`src/rtl/pwm_pkg.sv`:
```
// Shared register-map constants and address decode helpers for the PWM bank.
// Control registers live in the upper half of the address space (address MSB set).
package pwm_pkg;

  localparam int unsigned ADDR_FADE     = 0;
  localparam int unsigned ADDR_PRESCALE = 1;

  typedef enum logic [1:0] {
    REG_NONE,
    REG_DUTY,
    REG_FADE,
    REG_PRESCALE
  } reg_sel_e;

  // Address with its MSB stripped: the channel index or control register offset.
  function automatic int unsigned addr_index(input logic [31:0] addr, input int unsigned addr_w);
    return addr & ((32'd1 << (addr_w - 32'd1)) - 32'd1);
  endfunction

  function automatic reg_sel_e decode_reg(input logic msb, input int unsigned idx,
                                          input int unsigned channels);
    reg_sel_e sel;
    sel = REG_NONE;
    if (!msb) begin
      if (idx < channels) sel = REG_DUTY;
    end else if (idx == ADDR_FADE) begin
      sel = REG_FADE;
    end else if (idx == ADDR_PRESCALE) begin
      sel = REG_PRESCALE;
    end
    return sel;
  endfunction

endpackage

```
`src/rtl/pwm_channel.sv`:
```
// One PWM channel: double-buffered duty (target/active), optional one-LSB-per-period
// fade toward the target, and the registered compare against the shared period counter.
module pwm_channel #(
  parameter int WIDTH = 8
) (
  input  logic             clk,
  input  logic             rst_n,
  input  logic             tgt_we,
  input  logic [WIDTH-1:0] tgt_data,
  input  logic             fade_en,
  input  logic             wrap,
  input  logic [WIDTH-1:0] cnt,
  output logic             pulse
);

  logic [WIDTH-1:0] target_q, target_d;
  logic [WIDTH-1:0] active_q, active_d;
  logic             pulse_q, pulse_d;

  // Active duty only moves at a period boundary, and it sees the target as it was
  // before any write landing on that same clk.
  always_comb begin
    target_d = tgt_we ? tgt_data : target_q;
    active_d = active_q;
    if (wrap) begin
      if (!fade_en) begin
        active_d = target_q;
      end else if (active_q < target_q) begin
        active_d = active_q + 1'b1;
      end else if (active_q > target_q) begin
        active_d = active_q - 1'b1;
      end
    end
    pulse_d = (cnt < active_q);
  end

  always_ff @(posedge clk or negedge rst_n) begin
    if (!rst_n) begin
      target_q <= '0;
      active_q <= '0;
      pulse_q  <= 1'b0;
    end else begin
      target_q <= target_d;
      active_q <= active_d;
      pulse_q  <= pulse_d;
    end
  end

  assign pulse = pulse_q;

endmodule

```
`src/rtl/pwm_bank.sv`:
```
// N-channel PWM bank: register decode, shared prescaler and period counter,
// and one pwm_channel per output.
module pwm_bank #(
  parameter  int CHANNELS   = 8,
  parameter  int WIDTH      = 8,
  parameter  int PRESCALE_W = 16,
  localparam int ADDR_W     = $clog2(CHANNELS) + 1
) (
  input  logic                  clk,
  input  logic                  rst_n,
  input  logic                  wr_en,
  input  logic [ADDR_W-1:0]     wr_addr,
  input  logic [PRESCALE_W-1:0] wr_data,
  output logic [CHANNELS-1:0]   pulse,
  output logic                  period_start
);

  import pwm_pkg::*;

  // Counter runs 0..2^WIDTH-2 so a full-scale duty of 2^WIDTH-1 stays high all period.
  localparam logic [WIDTH-1:0] CNT_MAX = {{(WIDTH-1){1'b1}}, 1'b0};

  logic [PRESCALE_W-1:0] prescale_q, prescale_d;
  logic [PRESCALE_W-1:0] pre_cnt_q, pre_cnt_d;
  logic [WIDTH-1:0]      cnt_q, cnt_d;
  logic [CHANNELS-1:0]   fade_en_q, fade_en_d;
  logic [CHANNELS-1:0]   tgt_we;
  logic                  tick;
  logic                  wrap;
  int unsigned           wr_idx;
  reg_sel_e              sel;

  // The >= compare lets a prescale lowered below the running count tick right away.
  always_comb begin
    wr_idx = addr_index(32'(wr_addr), ADDR_W);
    sel    = wr_en ? decode_reg(wr_addr[ADDR_W-1], wr_idx, CHANNELS) : REG_NONE;
    for (int i = 0; i < CHANNELS; i++) begin
      tgt_we[i] = (sel == REG_DUTY) && (wr_idx == unsigned'(i));
    end
    fade_en_d  = (sel == REG_FADE) ? wr_data[CHANNELS-1:0] : fade_en_q;
    prescale_d = (sel == REG_PRESCALE) ? wr_data : prescale_q;

    tick      = (pre_cnt_q >= prescale_q);
    wrap      = tick && (cnt_q == CNT_MAX);
    pre_cnt_d = tick ? '0 : pre_cnt_q + 1'b1;
    cnt_d     = cnt_q;
    if (tick) begin
      cnt_d = wrap ? '0 : cnt_q + 1'b1;
    end
  end

  always_ff @(posedge clk or negedge rst_n) begin
    if (!rst_n) begin
      prescale_q <= '0;
      pre_cnt_q  <= '0;
      cnt_q      <= '0;
      fade_en_q  <= '0;
    end else begin
      prescale_q <= prescale_d;
      pre_cnt_q  <= pre_cnt_d;
      cnt_q      <= cnt_d;
      fade_en_q  <= fade_en_d;
    end
  end

  assign period_start = wrap;

  for (genvar g = 0; g < CHANNELS; g++) begin : g_ch
    pwm_channel #(
      .WIDTH(WIDTH)
    ) u_ch (
      .clk     (clk),
      .rst_n   (rst_n),
      .tgt_we  (tgt_we[g]),
      .tgt_data(wr_data[WIDTH-1:0]),
      .fade_en (fade_en_q[g]),
      .wrap    (wrap),
      .cnt     (cnt_q),
      .pulse   (pulse[g])
    );
  end

endmodule

```
`config.mk`:
```
export PLATFORM = sky130hd
export DESIGN_NAME = pwm_bank
export DESIGN_NICKNAME = d
export VERILOG_FILES = /design/src/rtl/pwm_pkg.sv /design/src/rtl/pwm_channel.sv /design/src/rtl/pwm_bank.sv
export SDC_FILE = /design/constraint.sdc
export NUM_CORES = 1
export LEC_CHECK = 0
export ABC_AREA = 1
export CAP_MARGIN = 20
export CELL_PAD_IN_SITES_DETAIL_PLACEMENT = 0
export CELL_PAD_IN_SITES_GLOBAL_PLACEMENT = 1
export CORE_MARGIN = 3
export CORE_UTILIZATION = 48
export CTS_CLUSTER_DIAMETER = 50
export DETAILED_ROUTE_END_ITERATION = 10
export PLACE_DENSITY_LB_ADDON = 0.12
export REMOVE_ABC_BUFFERS = 1
export SLEW_MARGIN = 30
export SYNTH_ARGS = -nofsm -noshare
export SYNTH_HDL_FRONTEND = slang
export SYNTH_SLANG_ARGS = --single-unit
```
`constraint.sdc`:
```
create_clock -name clk -period 3.7 [get_ports clk]
set_input_delay 0.555 -clock clk [delete_from_list [all_inputs] [get_ports clk]]
set_output_delay 0.555 -clock clk [all_outputs]
set_load 0.03 [all_outputs]
```
==> metrics <==
status complete, no violations; M3 GR Usage 2.69%; clock buffer depth 2; filler cell count 2804; row count 61; vias in the first global route 11.2k; #FFs+latches synth 184; most frequent cells in the layout 469 x nand2_1, 236 x inv_1, 195 x ha_1, 184 x dfrtp_1, 165 x o21ai_0; largest family of logic cells by synthesized area simple AND/OR/NAND/NOR gates; PostCTS Resize Cnt 0; Critical path origin pre_cnt_q[7]; CTS Buf Count 17; DRC 0; static leakage power 7.98 nW; GPL Wtd Cong 0.832; all-layer global routing usage 23.1%; FMAX 311 MHz; global-route wire length before repair 57.2 mm; Max Cap Violations 0; DR vias 11.5k; CTS tree done; Register Area 4600 sq um; VDD IR-drop max 0.000245 V; simple-gate share of the synthesized area 23.1%; Die Area 30700 sq um; initial antenna violation count 0; Slew headroom 52.8%; mux cell area share after synthesis 0%; r2r setup slk 0.60 ns; critical path startpoint category register; CP max FO 8; worst skew pair latency 0.44 ns; Clock transition at path regs 0.08 ns; ant diodes 0; Finish-stage setup viols 0; total gr overflow 0; clk_skew 0.0128 ns; Starting Density 49.0%; largest net degree at the start of global routing 79; Post-CTS Setup Inserts 0; Die Width 175 microns; Hold WC Path Type in -> async; Req. time, crit path 3.14 ns; setup TNS 0 ns; Mapped Area 13700 sq um; XOR/XNOR Fraction of Synth Area 1.91%; part of the cycle the worst path needs 87.0%; First-pass DRT Iterations 7; GR Util met2 38.6%; Max H-tree Level 4; most common cell after layout, fill and taps aside nand2_1; PwrDens 361 nW/um^2; Compound-Gate Fraction of Synth Area 14.2%; Iter 0 DRT Violations 807; Detail Placement HPWL 24.4 mm; Vias/cell 5.21; area of the multi-input gates 7980 sq um; antenna viol nets, final 0; Synth Area per Inst 7.64 sq um; IO Pins 32; Yosys cell types 31; Worst R2R Path Depth 15; adder-cell share of the synthesized area 18.9%; WL/cell 15.3 microns; # hold bufs at CTS 0; R2R Path End g_ch[5].u_ch.active_q[5]; fin cells 2213; port bufs 31; final wirelength 33.9 mm; WS Path Type reg -> out; RR Startpoint g_ch[5].u_ch.active_q[5]; post-layout min period 3.22 ns; Clock Sinks 184; Pins Over Slew Limit 0; core area 28000 sq um; global-route layer with the greatest usage met2; Root Buffer clkbuf_16; final hold violation count 0; M1 GR Usage 32.5%; WP data arrival 2.66 ns; placed cell count 2181; Die Y-Extent 175 microns; Final nets 2048; endpoint class of the critical path output pin; Syn. warnings 0; slew at the pin with the worst max-slew slack 0.708 ns; area growth from synthesis to layout 9.25%; fraction of layout cells with a size suffix above 1 5.34%; sequential share of the synthesized area 33.5%; RSZ-0062 raised after global routing no; Gate Count Post-Synth 1797
## flip-flops by register name, summed over array words and instances (netlist names)
name,cells
g_ch.u_ch.active_q,64
pre_cnt_q,16
prescale_q,16
g_ch.u_ch.target_q,64
g_ch.u_ch.pulse,8
cnt_q,8
fade_en_q,8
## critical path, stage by stage (launching register included)
cell     delay [ns]
dfrtp_1        0.45
ha_1           0.31
nand2_1        0.07
inv_1          0.03
nor2_1         0.10
o21a_1         0.13
nand2_1        0.07
nand2_1        0.07
nand3_2        0.31
nand2_1        0.35
inv_1          0.13
buf_4          0.19
## synthesized netlist by cell type, drive strengths merged
master    n  area (sq um)
xor2     27           236
nor3     25           125
dfrtp   184          4600
buf      24           186
o21a      1          7.51
o211ai   16           120
clkinv    2          7.51
clkbuf   17          63.8
a21o      8          60.1
inv     236           886
o21bai    2          15.0
a21oi   121           606
o21ai   202          1090
nor2     88           330
nand3   127           711
ha      195          2440
a21boi    8          60.1
nor4      2          33.8
nor3b     4          30.0
xnor2     3          26.3
or2      18           113
nand2   469          1760
nand4    10          62.6
fa        8           160
## metrics by stage
stage	power, W	utilization, %	setup WS [ns]	hold slack, ns	instance area, sq um
finish	0.00541	53.6	0.480	0.110	15000
global route	0.00578	53.6	0.299	0.199	15000
global placement	0.00356	51.4	0.665	0.466	14400
CTS	0.00547	53.6	0.437	0.172	15000
detailed placement	0.00358	51.4	0.667	0.474	14400
floorplan	0.00321	-	0.939	0.259	13500
## per-layer routing
layer | vias to the layer above | wire, microns | share of wire, %
met4 | 0 | 366 | 1.1
met5 | - | 0 | 0
met3 | 24 | 959 | 2.8
met1 | 5358 | 16800 | 50
li1 | 5965 | - | -
met2 | 174 | 15700 | 46
## kinds of logic (layout without fill, tap and decap cells)
logic type,after synthesis,count (layout)
DFF,184,184
AOI/OAI and AO/OA,358,358
and+or+nand+nor,743,743
adders and majority gates,203,203
xor gates and xnor gates,30,30
buffers and inverters,279,317
## how the worst max path moves through the flow
| stage | cells after the start | end | slack (ns) |
|---|---|---|---|
| 2_1_floorplan | 9 | period_start | 0.94 |
| 3_3_place_gp | 15 | g_ch[5].u_ch.active_q[5] | 0.66 |
| 3_5_place_dp | 15 | g_ch[5].u_ch.active_q[5] | 0.67 |
| 4_1_cts | 11 | period_start | 0.44 |
| 5_1_grt | 15 | g_ch[5].u_ch.active_q[5] | 0.30 |
| 6_report | 11 | period_start | 0.48 |
## final cells by class
class | instances | share of cell area (%)
Multi-Input combinational cell | 1334 | 53.2
Sequential cell | 184 | 30.7
Inverter | 238 | 5.96
Tap cell | 378 | 3.15
Clock buffer | 20 | 3.04
Timing Repair Buffer | 47 | 3.04
Clock inverter | 12 | 0.892
## where the power goes
| part | total (W) | internal [W] | switching [W] |
|---|---|---|---|
| Combinational | 0.00116 | 0.000414 | 0.000742 |
| Clock | 0.00188 | 0.000988 | 0.000888 |
| Sequential | 0.00238 | 0.00222 | 0.000162 |
| Total | 0.00541 | 0.00362 | 0.00179 |
No activity file was read; power rests on OpenSTA's default activity.
